==> src/rtl/pipe_stage_reg.sv <==
`default_nettype none
// ============================================================================
// Module   : pipe_stage_reg
// Purpose  : Parametrised pipeline stage register with a valid/ready
//            handshake. It has an optional two-entry skid buffer, a
//            synchronous flush to a bubble, debug-step gating and a
//            saturating stall counter.
// Revision : 1.0  initial release
// ----------------------------------------------------------------------------
// Ports
//   i_clk        clock; all state changes on the rising edge
//   i_reset      asynchronous active-high reset
//   i_Flush      synchronous kill of every held entry
//   i_Step       global advance enable; 0 freezes the stage
//   i_Valid      upstream entry valid
//   o_Ready      stage can accept an entry
//   i_Data       upstream payload            [NBITS]
//   i_Ctrl       upstream control bundle     [CBITS]
//   o_Valid      stage presents a valid entry
//   i_Ready      downstream accepts
//   o_Data       presented payload, 0 when empty
//   o_Ctrl       presented control, CTRL_BUBBLE when empty
//   o_Occupancy  entries held (0, 1, 2)
//   i_ClrCnt     synchronous clear of the stall counter
//   o_StallCnt   saturating count of stalled cycles [CNTBITS]
// ============================================================================
module pipe_stage_reg #(
    parameter int               NBITS       = 160,
    parameter int               CBITS       = 20,
    parameter int               SKID        = 1,
    parameter logic [CBITS-1:0] CTRL_BUBBLE = {CBITS{1'b0}},
    parameter int               CNTBITS     = 16
) (
    input  logic               i_clk,
    input  logic               i_reset,
    input  logic               i_Flush,
    input  logic               i_Step,
    input  logic               i_Valid,
    output logic               o_Ready,
    input  logic [NBITS-1:0]   i_Data,
    input  logic [CBITS-1:0]   i_Ctrl,
    output logic               o_Valid,
    input  logic               i_Ready,
    output logic [NBITS-1:0]   o_Data,
    output logic [CBITS-1:0]   o_Ctrl,
    output logic [1:0]         o_Occupancy,
    input  logic               i_ClrCnt,
    output logic [CNTBITS-1:0] o_StallCnt
);

    // The state encoding equals the number of entries held, so it doubles
    // as the occupancy output.
    localparam logic [1:0] c_ST_EMPTY   = 2'd0;
    localparam logic [1:0] c_ST_FULL    = 2'd1;
    localparam logic [1:0] c_ST_SKIDDED = 2'd2;

    logic [1:0]         r_state;
    logic [NBITS-1:0]   r_main_data;
    logic [CBITS-1:0]   r_main_ctrl;
    logic [CNTBITS-1:0] r_stall_cnt;
    logic               w_ready;
    logic               w_accept;
    logic               w_issue;

    assign o_Valid     = (r_state != c_ST_EMPTY);
    assign o_Ready     = w_ready;
    assign o_Data      = r_main_data;   // cleared whenever the stage empties
    assign o_Ctrl      = r_main_ctrl;   // bubble whenever the stage empties
    assign o_Occupancy = r_state;
    assign o_StallCnt  = r_stall_cnt;

    assign w_accept = i_Valid & w_ready & i_Step;
    assign w_issue  = o_Valid & i_Ready & i_Step;

    generate
        if (SKID != 0) begin : g_skid
            logic [NBITS-1:0] r_skid_data;
            logic [CBITS-1:0] r_skid_ctrl;
            logic             r_ready;

            // Ready comes straight from a flop, so there is no
            // combinational path from i_Ready back upstream.
            assign w_ready = r_ready;

            always_ff @(posedge i_clk or posedge i_reset) begin
                if (i_reset) begin
                    r_state     <= c_ST_EMPTY;
                    r_main_data <= '0;
                    r_main_ctrl <= CTRL_BUBBLE;
                    r_skid_data <= '0;
                    r_skid_ctrl <= CTRL_BUBBLE;
                    r_ready     <= 1'b1;
                end else if (i_Flush) begin
                    r_state     <= c_ST_EMPTY;
                    r_main_data <= '0;
                    r_main_ctrl <= CTRL_BUBBLE;
                    r_skid_data <= '0;
                    r_skid_ctrl <= CTRL_BUBBLE;
                    r_ready     <= 1'b1;
                end else begin
                    case (r_state)
                        c_ST_EMPTY: begin
                            if (w_accept) begin
                                r_state     <= c_ST_FULL;
                                r_main_data <= i_Data;
                                r_main_ctrl <= i_Ctrl;
                            end
                        end
                        c_ST_FULL: begin
                            if (w_accept && w_issue) begin
                                r_main_data <= i_Data;
                                r_main_ctrl <= i_Ctrl;
                            end else if (w_accept) begin
                                // Downstream stalled: park the new entry
                                // behind main and close the input.
                                r_state     <= c_ST_SKIDDED;
                                r_skid_data <= i_Data;
                                r_skid_ctrl <= i_Ctrl;
                                r_ready     <= 1'b0;
                            end else if (w_issue) begin
                                r_state     <= c_ST_EMPTY;
                                r_main_data <= '0;
                                r_main_ctrl <= CTRL_BUBBLE;
                            end
                        end
                        c_ST_SKIDDED: begin
                            // Input is closed here; only an issue moves state.
                            if (w_issue) begin
                                r_state     <= c_ST_FULL;
                                r_main_data <= r_skid_data;
                                r_main_ctrl <= r_skid_ctrl;
                                r_skid_data <= '0;
                                r_skid_ctrl <= CTRL_BUBBLE;
                                r_ready     <= 1'b1;
                            end
                        end
                        default: begin
                            r_state     <= c_ST_EMPTY;
                            r_main_data <= '0;
                            r_main_ctrl <= CTRL_BUBBLE;
                            r_skid_data <= '0;
                            r_skid_ctrl <= CTRL_BUBBLE;
                            r_ready     <= 1'b1;
                        end
                    endcase
                end
            end
        end else begin : g_noskid
            // A single register can take a new entry in the same cycle the
            // held one leaves, hence the combinational dependence on i_Ready.
            assign w_ready = ~o_Valid | i_Ready;

            always_ff @(posedge i_clk or posedge i_reset) begin
                if (i_reset) begin
                    r_state     <= c_ST_EMPTY;
                    r_main_data <= '0;
                    r_main_ctrl <= CTRL_BUBBLE;
                end else if (i_Flush) begin
                    r_state     <= c_ST_EMPTY;
                    r_main_data <= '0;
                    r_main_ctrl <= CTRL_BUBBLE;
                end else if (w_accept) begin
                    r_state     <= c_ST_FULL;
                    r_main_data <= i_Data;
                    r_main_ctrl <= i_Ctrl;
                end else if (w_issue) begin
                    r_state     <= c_ST_EMPTY;
                    r_main_data <= '0;
                    r_main_ctrl <= CTRL_BUBBLE;
                end
            end
        end
    endgenerate

    // Stall counter: counts cycles where an entry is held back by the
    // downstream stage while the pipeline is advancing. Flush leaves it alone.
    always_ff @(posedge i_clk or posedge i_reset) begin
        if (i_reset) begin
            r_stall_cnt <= '0;
        end else if (i_ClrCnt) begin
            r_stall_cnt <= '0;
        end else if (i_Step && o_Valid && !i_Ready &&
                     (r_stall_cnt != {CNTBITS{1'b1}})) begin
            r_stall_cnt <= r_stall_cnt + 1'b1;
        end
    end

endmodule
`default_nettype wire

==> config.mk <==
export PLATFORM = sky130hd
export DESIGN_NAME = pipe_stage_reg
export DESIGN_NICKNAME = d
export VERILOG_FILES = /design/src/rtl/pipe_stage_reg.sv
export SDC_FILE = /design/constraint.sdc
export NUM_CORES = 1
export LEC_CHECK = 0
export CAP_MARGIN = 5
export CELL_PAD_IN_SITES_DETAIL_PLACEMENT = 1
export CELL_PAD_IN_SITES_GLOBAL_PLACEMENT = 1
export CORE_MARGIN = 1.5
export CORE_UTILIZATION = 50
export DETAILED_ROUTE_END_ITERATION = 7
export DONT_BUFFER_PORTS = 1
export PLACE_DENSITY_LB_ADDON = 0.2
export SLEW_MARGIN = 15
export SYNTH_ARGS = -nofsm -noshare
export SYNTH_HDL_FRONTEND = slang
export SYNTH_SLANG_ARGS = --single-unit
==> constraint.sdc <==
create_clock -name i_clk -period 25 [get_ports i_clk]
set_input_delay 0 -clock i_clk [delete_from_list [all_inputs] [get_ports i_clk]]
set_output_delay 0 -clock i_clk [all_outputs]
set_load 0.1 [all_outputs]
# After elaboration in Yosys (flattened, before gate mapping)
# Index checks and enable logic that the tools add are counted.
# classes
n_addsub	1
eq_ne	11
mux	34
n_bitwise	4
reduce_logical	11
# op_table
operator	count
$mux W160	8
$pmux W160 S3	2
$mux W20	8
$pmux W20 S3	2
$mux W16	2
$add A16 B1 Y16 const B	1
$ne A16 B16 Y1 const B	1
$mux W2	6
$ne A3 B3 Y1 const B	4
$ne A4 B4 Y1 const B	3
$reduce_and A4 Y1	3
$pmux W2 S3	1
$and A1 B1 Y1	4
$logic_and A1 B1 Y1	4
$mux W1	4
$reduce_bool A2 Y1	2
$pmux W1 S3	1
$eq A2 B1 Y1 const B	1
$eq A2 B2 Y1 const B	1
$logic_not A2 Y1	1
$ne A2 B2 Y1 const B	1
$logic_not A1 Y1	1
# totals
reg_bits	379
inputBits	187
output_inout_bits	200
word_cells	68

# Longest topological paths before layout
# Gate-level depths: netlist of run 1.
# logic_depth
word_depth	8
depth_mapped	8

# Worst setup path before layout of run 1
# No wires, ideal clock.
# synth_timing
path_kind	flip-flop to flip-flop
start	register r_state[1] (netlist: o_Occupancy[1])
end	register r_stall_cnt[15] (netlist: o_StallCnt[15])
arrival_ns	2.589
required_ns	24.906
setup_slack_ns	22.317
stages_incl_launch_ff	7
n_path_buf	2
synth_period_minus_slack_ns	2.683
path_cell_list	dfrtp_1 -> buf_2 -> nor2_1 -> or4_4 -> buf_6 -> or3_1 -> a211oi_1
# synth_between
elab_chain_len	5
# synth_rtl
element	line_no	source
from (decl)	57	logic [1:0] r_state;
from (signal assigned)	87	r_state <= c_ST_EMPTY;
from (signal assigned)	94	r_state <= c_ST_EMPTY;
from (signal assigned)	104	r_state <= c_ST_FULL;
$reduce_bool A2 Y1	65	assign o_Valid = (r_state != c_ST_EMPTY);
$logic_and A1 B1 Y1 (3 in a row)	182	end else if (i_Step && o_Valid && !i_Ready &&
$reduce_bool A2 Y1 (no line)	-	
to (signal assigned)	184	r_stall_cnt <= r_stall_cnt + 1'b1;
to (decl)	60	logic [CNTBITS-1:0] r_stall_cnt;
# Every way passes these cells.
# A chain may end at the register's enable or synchronous reset.

# Final worst setup path of run 1
# layout_timing
start	register g_skid.r_ready (netlist: o_Ready)
end	register r_main_data[76] (netlist: o_Data[76])
# layout_between
elab_chain_len	6
elab_cells_between_ends	10
classes_between	eq/ne (3); mux (3); bitwise (2); reduce/logical (2)
# layout_rtl
element	line_no	source
from (decl)	79	logic r_ready;
from (signal assigned)	92	r_ready <= 1'b1;
from (signal assigned)	99	r_ready <= 1'b1;
from (signal assigned)	119	r_ready <= 1'b0;
$and A1 B1 Y1 (*) (2 in a row)	72	assign w_accept = i_Valid & w_ready & i_Step;
$logic_and A1 B1 Y1	110	if (w_accept && w_issue) begin
$mux W160	110	
$pmux W160 S3	101	case (r_state)
$mux W160	93	end else if (i_Flush) begin
to (signal assigned)	105	r_main_data <= i_Data;
to (signal assigned)	111	r_main_data <= i_Data;
to (signal assigned)	130	r_main_data <= r_skid_data;
to (decl)	58	logic [NBITS-1:0] r_main_data;
# Mark *: on every way between the ends. The rest lies on a longest branch, timed or not.

==> metrics.yaml, run 1 <==
cts:
  root_buffer: "clkbuf_16"
  clk_pin_slew_ps: 70
  post_cts_buffers: 0
  clk_latency_ps: 530
  numCtsBuffers: 41
  cts_tree: "yes"
  htree_levels: 2
  ctsResizeCount: 0
  clock_sinks: 379
  cts_buffer_depth: 3
logic_synthesis:
  synth_cell_types: 48
  yosysWarnings: 0
  synth-edff-count: 0
  synthCells: 1157
  yosysSeqAreaShare_pct: 62.2
  ys_seq_elements: 379
  syn-cell-area_um2: 15200
  avgSynthCellArea_um2: 13.2
  synth_ff_type: "dfrtp_1"
  synth_async_sr_flop_share_pct: 100
  synth_fp_nets: 1345
final_layout:
  drive_gt1_share_pct: 7.46
  multi_input_area_um2: 5230
  layout.nets: 1471
  final_common_cell: "dfrtp_1"
  final_cell_mix: "378 x dfrtp_1, 189 x dlygate4sd3_1, 180 x a22o_1, 180 x a22oi_1, 180 x o2bb2ai_1"
  stdcell_area_um2: 18700
  syn_to_final_growth_pct: 22.6
  nFillCells: 2756
  seq_area_um2: 9490
pwr:
  peakVddDrop_mv: 0.0578
  comb_power_share_pct: 7.9
  share_seq_of_total_power_pct: 51.5
  p_switching_uw: 479
  p_total_mw: 1.52
  power.share.clock_pct: 40.6
  p_leak_nw: 8.19
  powerDensity_nw_per_um2: 81.3
  intPower_mw: 1.04
  switching_share_pct: 31.5
routing:
  wl_met1_mm: 19.6
  vias: 11600
  drtAntennaViolNets: 0
  drc: 0
  routed-wl-met3_mm: 3.88
  detail_route.iter0.violations: 974
  dr.pass1.iters: 5
  wl_per_cell_um: 29.1
  wl_mm: 49.7
  route.met2.wl_mm: 24.6
  vias_per_cell: 6.81
  dr.max_layer_used: "met4"
timing:
  skew_ps: 23.6
  final_hold_viol_count: 0
  tightest_slew_ps: 1150
  setup_violations: 0
  finalCritPeriodShare_pct: 15.0
  rsz0062_at_grt: "no"
  fin_setup_tns_ps: 0
  max_slew_margin_pct: 23.0
  drv_slew: 0
  post-route-min-period_ps: 3740
  fmax_ghz: 0.267
place:
  hpwl_mm: 25.5
  portBuffers: 0
  placed_cell_area_um2: 15400
  place_congestion: 0.775
global_route:
  grt_pass1_vias: 12600
  antenna_found_initial: 7
  grtUsageTotal_pct: 31.0
  grt-ovfl-total: 0
  grt_max_degree: 162
  grt_pass1_wl_mm: 76.4
outcome:
  status: "complete, no violations"
worst_hold_path:
  whs_endpoint: "g_skid.r_skid_data[125]"
  hold_depth: 3
  hold_start: "i_Flush"
  hold_path.class: "in -> reg"
setup_path:
  r2r_cells: 5
  rr_startpoint: "o_Ready"
  end_kind: "register"
  arrival_ps: 4140
  worstPathCellList: "nand4_1 -> a21oi_4 -> buf_4 -> a22oi_1 -> o2bb2ai_1"
  max_stage_delay_ps: 940
  r2r_slack_ps: 21260
  crit_slowest_cell: "a21oi_4"
  cp-start-kind: "register"
  required_ps: 25400
  critPathMaxFanout: 77
  r2r-end: "o_Data[76]"
  critical-path-top-delay-family: "compound AO/OA/AOI/OAI gates"
  worstSetupPathType: "reg -> reg"
  cp_num_buf_inv: 1
die:
  die_h_um: 178
  chipWidth_um: 178
  ios: 387
  start_util_pct: 51.1
  core_area_um2: 29800
  num_rows: 63
  dieArea_um2: 31500
run:
  cap_viol_max_count: 0
## cell families (layout without fill, tap and decap cells)
kind of cell	Yosys count	after routing	synth area share [%]
other	0	7	0
buffers and inverters	135	291	3.70
adder cells (fa/ha/maj)	1	1	0.0821
AO/OA/AOI/OAI	573	573	31.2
multiplexers	3	3	0.213
AND/OR/NAND/NOR	66	66	2.59
flip-flops	379	379	62.2
## synth_stat cells (2+ instances only)
| library cell | number | share of area [%] |
|---|---|---|
| o41ai_1 | 2 | 0.11 |
| dfrtp_1 | 378 | 62 |
| a22o_1 | 180 | 10 |
| inv_1 | 9 | 0.22 |
| nor4_1 | 4 | 0.16 |
| or3_1 | 5 | 0.21 |
| nand4_1 | 4 | 0.16 |
| nand2_1 | 7 | 0.17 |
| nor3_1 | 7 | 0.23 |
| nand3_1 | 6 | 0.20 |
| buf_1 | 7 | 0.17 |
| o31ai_1 | 6 | 0.30 |
| a21oi_1 | 12 | 0.39 |
| nand2b_1 | 5 | 0.21 |
| nor2_1 | 9 | 0.22 |
| o2bb2ai_1 | 180 | 10 |
| clkbuf_1 | 80 | 2.0 |
| a22oi_1 | 180 | 8.9 |
| or4_1 | 6 | 0.30 |
| mux2_2 | 2 | 0.15 |
| nor2b_1 | 4 | 0.16 |
| a21o_1 | 2 | 0.099 |
| buf_2 | 37 | 1.2 |
## repair_timing
action / CTS / global route
hold endpoints to repair: 469 / 0
hold buffers: 189 / 0
endpoints found under the setup margin: 0 / 0
## metal layers
layer / vias to the layer above / GRT usage, %
met4: 0 / 11.3
met3: 115 / 8.10
li1: 4902 / -
met1: 6141 / 39.7
met2: 491 / 50.7
met5: - / 0
## registers in the layout (all words and copies together), names as in the netlist
| register | flops |
|---|---|
| o_StallCnt | 16 |
| g_skid.r_skid_data | 160 |
| o_Ctrl | 20 |
| g_skid.r_skid_ctrl | 20 |
| o_Data | 160 |
| o_Ready | 1 |
| o_Occupancy | 2 |
## worst min-delay path, cell delays in order
cell and delay [ps]:
a221oi_4 20, buf_4 230, a22o_1 260
## power groups by stage
stage / clock (mW) / combinational (mW) / sequential, mW
floorplan: 0 / 0.0673 / 0.785
global placement: 0 / 0.0842 / 0.792
detailed placement: 0 / 0.0865 / 0.791
CTS: 0.620 / 0.117 / 0.781
global route: 0.648 / 0.130 / 0.783
finish: 0.617 / 0.120 / 0.782
## area by class of cell
cell class / instances / area share, %
Timing Repair Buffer: 209 / 11.0
Inverter: 9 / 0.221
Antenna cell: 7 / 0.0938
Tap cell: 390 / 2.61
Multi-Input combinational cell: 643 / 28.0
Clock inverter: 12 / 0.663
Clock buffer: 61 / 6.61
Sequential cell: 379 / 50.8
## worst max path at each step
stage / start / endpoint / slack [ps] / depth (start not counted)
after global routing: o_Ready / o_Data[76] / 21160 / 5
after CTS: o_Ready / o_Data[37] / 21430 / 5
after floorplan: i_reset / g_skid.r_skid_ctrl[0] / 14470 / 1
after detailed placement: o_Ready / o_Data[37] / 21430 / 5
after global placement: o_Ready / o_Data[26] / 21540 / 5
final: o_Ready / o_Data[76] / 21260 / 5
## per-stage QoR
| step | hold slack, ps | utilization [%] | setup WS [ps] | instances |
|---|---|---|---|---|
| CTS | 19.3 | 62.6 | 21430 | 1703 |
| global placement | 8.42 | 51.7 | 21540 | 1441 |
| global route | 24.9 | 62.7 | 21160 | 1710 |
| floorplan | 66.4 | - | 14470 | 1157 |
| finish | 36.9 | 62.7 | 21260 | 1710 |
| detailed placement | 11.9 | 51.7 | 21430 | 1441 |
Power figures use the tool's default switching activity.
==> run 2, diff against run 1 <==
- clock period: 25 -> 3.72 ns (I/O delays scaled with it)
==> run 2 against run 1 <==
Compared with the run above:
- sequential share of layout area down 0.65 points
- clock-buffer cell count is 7 higher
- design area up 1.3%
- sequential power increased to 6.7 times the previous value
- largest power group unchanged
==> metrics.yaml, run 2 (synthesis gave the netlist of run 1 again) <==
outcome:
  status: "complete, no violations"
timing:
  skew_ps: 13.7  # -9.86 ps
  fin_ws_ps: 713  # -20550 ps
  post-route-min-period_ps: 3010  # -733 ps
  rsz0062_at_grt: "no"
  tightest_slew_ps: 1050  # -109 ps
  fmax_ghz: 0.333  # +24%
  setup_violations: 0  # unchanged
  drv_slew: 0  # unchanged
  max_slew_margin_pct: 30.3  # +7.3 points
  final_hold_viol_count: 0  # unchanged
  finalCritPeriodShare_pct: 80.8  # +66 points
  fin_setup_tns_ps: 0  # unchanged
cts:
  clk_latency_ps: 530  # about the same
  cts_buffer_depth: 3  # unchanged
  numCtsBuffers: 41  # unchanged
  post_cts_buffers: 0  # unchanged
  htree_levels: 2  # unchanged
  clock_sinks: 379  # unchanged
  clk_pin_slew_ps: 60  # about the same
  root_buffer: "clkbuf_16"
  ctsResizeCount: 0  # unchanged
  cts_tree: "yes"
global_route:
  grt_pass1_wl_mm: 75.6  # -0.99%
  grt-ovfl-total: 0  # unchanged
  antenna_found_initial: 5  # -2
  grtUsageTotal_pct: 30.7  # -0.22 points
  grt_pass1_vias: 12700  # +0.65%
  grt_max_degree: 155  # -4.3%
routing:
  detail_route.iter0.violations: 825  # -15%
  vias_per_cell: 6.74  # -1.1%
  wl_per_cell_um: 28.6  # -1.8%
  drtAntennaViolNets: 0  # unchanged
  vias: 11600  # -0.25%
  drc: 0  # unchanged
  dr.pass1.iters: 5  # unchanged
  wl_mm: 49.2  # -1.0%
die:
  die_h_um: 178  # unchanged
  ios: 387  # unchanged
  dieArea_um2: 31500  # unchanged
  start_util_pct: 51.1  # unchanged
  core_area_um2: 29800  # unchanged
  chipWidth_um: 178  # unchanged
  num_rows: 63  # unchanged
setup_path:
  r2r_cells: 6  # +1
  worstPathCellList: "buf_4 -> nor2_1 -> or4_4 -> or4_1 -> a21oi_1 -> dlygate4sd3_1"
  arrival_ps: 3470  # -670 ps
  end_kind: "register"
  required_ps: 4180  # -21220 ps
  crit_slowest_cell: "or4_4"
  critPathMaxFanout: 12  # -84%
  max_stage_delay_ps: 660  # -280 ps
  cp-start-kind: "register"
  worstSetupPathType: "reg -> reg"
place:
  place_congestion: 0.795  # +2.6%
  hpwl_mm: 25.8  # +1.2%
  portBuffers: 0  # unchanged
  dpl_worst_slack_ps: 1000  # -20430 ps
final_layout:
  nFillCells: 2768  # +0.44%
  syn_to_final_growth_pct: 24.1
  layout.nets: 1484  # +0.88%
  final_common_cell: "dfrtp_1"
  seq_area_um2: 9490  # unchanged
  multi_input_area_um2: 5230  # unchanged
  final_cell_mix: "378 x dfrtp_1, 189 x dlygate4sd3_1, 180 x a22o_1, 180 x a22oi_1, 180 x o2bb2ai_1"
  drive_gt1_share_pct: 8.28  # +0.82 points
pwr:
  p_leak_nw: 8.30  # +1.3%
  peakVddDrop_mv: 0.332  # +470%
  powerDensity_nw_per_um2: 539  # +560%
worst_hold_path:
  hold_depth: 4  # +1
  hold_path.class: "in -> reg"
run:
  cap_viol_max_count: 0  # unchanged
run 2: cell count changes in the layout (fill, tap and decap cells not counted), sizes merged:
cell      before  now
bufinv         2    1
buf           20   33
inv           10    9
clkinv         8    4
clkinvlp       1    2
diode          7    6
clkbuf        61   68
run 2: area by class of cell:
class | instances | share of cell area, %
tap | 390 | 2.58
clock buffer | 68 | 6.87
clock inverter | 7 | 0.370
timing repair buffer | 222 | 12.1
multi-input combinational | 643 | 27.7
sequential | 379 | 50.1
antenna | 6 | 0.0794
inverter | 9 | 0.198
run 2: worst max-delay path, delay by kind of cell (launching register included):
family,cells,cell delay (ps)
AOI/OAI and AO/OA,1,140
and+or+nand+nor,3,1400
buffers and inverters,2,940
DFF,1,470
run 2: per-stage QoR:
stage | std cells | utilization, % | area [um2] | hold slack, ps | total power, mW
finish | 1724 | 63.5 | 18900 | 41.7 | 10.2
global route | 1722 | 63.5 | 18900 | 48.5 | 10.5
CTS | 1718 | 63.4 | 18900 | 8.11 | 10.2
detailed placement | 1454 | 52.5 | 15600 | 69.1 | 5.91
global placement | 1454 | 52.5 | 15600 | 66.0 | 5.90
floorplan | 1157 | - | 15200 | 66.4 | 5.73
run 2: repair_timing:
item                                    CTS  global route
endpoints found under the hold margin   757             0
endpoints found under the setup margin    0             0
hold buffers                            189             0
run 2: final timing paths:
kind	from	to	slack, ps
max	o_Occupancy[1]	o_StallCnt[11]	710
min	i_Ready	o_StallCnt[15]	40
max reg2reg	o_Occupancy[1]	o_StallCnt[11]	710
min reg2reg	g_skid.r_skid_ctrl[7]	g_skid.r_skid_ctrl[7]	510
max in group asynchronous	i_reset	o_Data[42]	2660
min in group asynchronous	i_reset	g_skid.r_skid_data[78]	160
run 2: where the power goes:
part | leakage [nW] | switching, mW | internal (mW)
registers | 5.23 | 1.02 | 4.24
clock network | 0.672 | 1.67 | 2.45
logic | 2.41 | 0.491 | 0.329
run 2: per-layer routing:
metal / part of all wire [%] / vias up / global-route usage, %
met3: 8.0 / 110 / 8.61
met2: 49 / 481 / 50.7
met1: 40 / 6120 / 38.4
li1: - / 4909 / -
met5: 0 / - / 0
met4: 3.7 / 0 / 11.9
==> run 3, diff against run 2 <==
- ABC_AREA: unset -> 1
- CORE_UTILIZATION: 50 -> 46
- clock period: 3.72 -> 2.85 ns (I/O delays scaled with it)
==> run 3 against run 2 <==
Compared with the run above:
- wire length up 54%
- clock skew up 1.3 ps
- total power up 110%
- clock power up 46%
- sequential cell count unchanged
- synthesized area up 23%
- worst hold slack better by 19 ps
- via count up 71%
- global-route usage up 5.4 points
- synthesized cell count up 120%
==> metrics.yaml, run 3 <==
routing:
  vias: 19800  # +71%
  drtAntennaViolNets: 0  # unchanged
  wl_per_cell_um: 22.6  # -21%
  drc: 0  # unchanged
  routed-wl-met3_mm: 5.88  # +50%
  dr.pass1.iters: 7  # +2
  detail_route.iter0.violations: 1694  # +110%
  wl_met1_mm: 29.4  # +50%
  dr.max_layer_used: "met5"
  route.met2.wl_mm: 37.0  # +55%
  wl_mm: 75.6  # +54%
  vias_per_cell: 5.93  # -12%
global_route:
  grtUsageTotal_pct: 36.1  # +5.4 points
  grt_max_degree: 181  # +17%
  grt-ovfl-total: 0  # unchanged
  grt_pass1_wl_mm: 120  # +59%
  antenna_found_initial: 11  # +6
  grt_pass1_vias: 21400  # +68%
die:
  start_util_pct: 46.9  # -4.3 points
  die_h_um: 205  # +15%
  num_rows: 73  # +16%
  dieArea_um2: 42000  # +33%
  chipWidth_um: 205  # +15%
  core_area_um2: 40000  # +34%
  ios: 387  # unchanged
final_layout:
  layout.nets: 2972  # +100%
  final_cell_mix: "1219 x nand2_1, 479 x nand3_1, 378 x dfrtp_1"
  nFillCells: 4884  # +76%
  finalNonFillerCells: 3347  # +94%
  syn_to_final_growth_pct: 27.2
  drive_gt1_share_pct: 9.88  # +1.6 points
  final_common_cell: "nand2_1"
timing:
  post-route-min-period_ps: 2720  # -286 ps
  rsz0062_at_grt: "no"
  fmax_ghz: 0.367  # +11%
  max_slew_margin_pct: 25.8  # -4.5 points
  fin_setup_tns_ps: 0  # unchanged
  fin_ws_ps: 129  # -584 ps
  skew_ps: 15.0  # +1.35 ps
  tightest_slew_ps: 1110  # +67.1 ps
  setup_violations: 0  # unchanged
  finalCritPeriodShare_pct: 95.5  # +15 points
  final_hold_viol_count: 0  # unchanged
  drv_slew: 0  # unchanged
setup_path:
  worstSetupPathType: "reg -> reg"
  r2r_slack_ps: 130  # -580 ps
  required_ps: 3310  # -870 ps
  cp-startpoint: "o_Occupancy[1]"
  crit_slowest_cell: "dlygate4sd3_1"
  r2r-end: "g_skid.r_skid_data[6]"
  cp-start-kind: "register"
  r2r_cells: 7  # +1
  critPathMaxFanout: 83  # +71
  worstPathCellList: "inv_2 -> nand2_1 -> inv_8 -> buf_4 -> nand3_1 -> dlygate4sd3_1 -> o21ai_0"
  cp-endpoint: "g_skid.r_skid_data[6]"
  arrival_ps: 3180  # -290 ps
  end_kind: "register"
  max_stage_delay_ps: 590  # -70 ps
  rr_startpoint: "o_Occupancy[1]"
logic_synthesis:
  yosysTopAreaCellShare_pct: 50.5  # -12 points
  synth_top_area_cell: "dfrtp_1"
  synth-edff-count: 0  # unchanged
  yosysSeqAreaShare_pct: 50.6  # -12 points
  syn-cell-area_um2: 18700  # +23%
  ys_seq_elements: 379  # unchanged
  avgSynthCellArea_um2: 7.42  # -44%
  synthCells: 2526  # +120%
  synth_cell_types: 27  # -44%
  yosysWarnings: 0  # unchanged
  synth_most_common_cell: "nand2_1"
  synth_top_cells_by_count: "1219 x nand2_1, 481 x nand3_1, 378 x dfrtp_1, 123 x clkbuf_1, 105 x o21ai_1"
  synth_area_leaders: "dfrtp_1 50%, nand2_1 24%, nand3_1 13%"
  synth_fp_nets: 2714  # +100%
  synth_async_sr_flop_share_pct: 100  # unchanged
  synth_ff_type: "dfrtp_1"
cts:
  cts_buffer_depth: 3  # unchanged
  root_buffer: "clkbuf_16"
  clk_pin_slew_ps: 60  # about the same
  clock_sinks: 379  # unchanged
  htree_levels: 2  # unchanged
  ctsResizeCount: 0  # unchanged
  cts_tree: "yes"
  post_cts_buffers: 0  # unchanged
  numCtsBuffers: 43  # +4.9%
  clk_latency_ps: 570  # +40 ps
worst_hold_path:
  hold_depth: 4  # unchanged
  hold_start: "i_Ready"
  hold_path.class: "in -> reg"
pwr:
  powerDensity_nw_per_um2: 880  # +63%
  peakVddDrop_mv: 0.497  # +50%
  p_leak_nw: 11.5  # +39%
  p_total_mw: 21.0  # +110%
place:
  dpl_worst_slack_ps: 471  # -529 ps
  portBuffers: 0  # unchanged
  hpwl_mm: 39.8  # +54%
  place_congestion: 0.831  # +4.6%
  dp_cells: 3056  # +110%
outcome:
  status: "complete, no violations"
run:
  cap_viol_max_count: 0  # unchanged
[run 3: routing by layer]
layer / GRT usage [%] / up-vias
met5: 0 / -
met4: 16.5 / 4
met3: 7.92 / 221
met2: 60.2 / 915
met1: 44.8 / 10000
li1: - / 8698
[run 3: cell type report]
class	instances	area, um2	area share [%]
well taps	525	657	2.75
flip-flops and latches	379	9490	39.8
clock buffers	64	1330	5.57
diodes	9	22.5	0.0944
inverters	15	73.8	0.310
multi-input cells	1943	8300	34.8
clock inverters	10	175	0.734
repair buffers	402	3810	16.0
[run 3: critical path: cells and delay by family (launching register included)]
kind	cells	cell delay [ps]
simple gates	2	310
buf+inv	4	1600
flops	1	400
compound gates	1	270
[run 3: through the flow]
step	hold slack, ps	instance area, um2	util [%]
after floorplan	146	18800	-
after global placement	-106	20200	50.6
after detailed placement	-99.0	20200	50.6
after CTS	4.18	23800	59.6
after global routing	94.4	23900	59.6
final	60.8	23900	59.6
[run 3: worst min-delay path by stage]
stage                    end  slack [ps]
6_report       o_StallCnt[4]          60
3_5_place_dp     o_Data[128]        -100
4_1_cts        o_StallCnt[4]           4
2_1_floorplan  o_StallCnt[7]         150
5_1_grt        o_StallCnt[3]          90
3_3_place_gp     o_Data[128]        -110
[run 3: what timing repair did]
item,in CTS,in global routing
hold endpoints to repair,701,0
endpoints found under the setup margin,0,0
hold buffers,208,0
[run 3: cell families (layout without fill, tap and decap cells)]
logic type,count (synthesis),after routing,synth area share [%]
other,0,9,0
buffers and inverters,204,491,5.33
flip-flops,379,379,50.6
adder cells (fa/ha/maj),1,1,0.0667
AND/OR/NAND/NOR,1745,1745,38.6
XOR/XNOR,5,5,0.234
AO/OA/AOI/OAI,192,192,5.19
[run 3: report_power, final]
part           leakage, nW  internal [mW]  switching (mW)  total (mW)
Sequential            5.12           6.12            1.39        7.51
Clock                0.745           3.65            2.36        6.02
Combinational         5.67           1.55            5.91        7.46
Total                 11.5           11.3            9.67        21.0
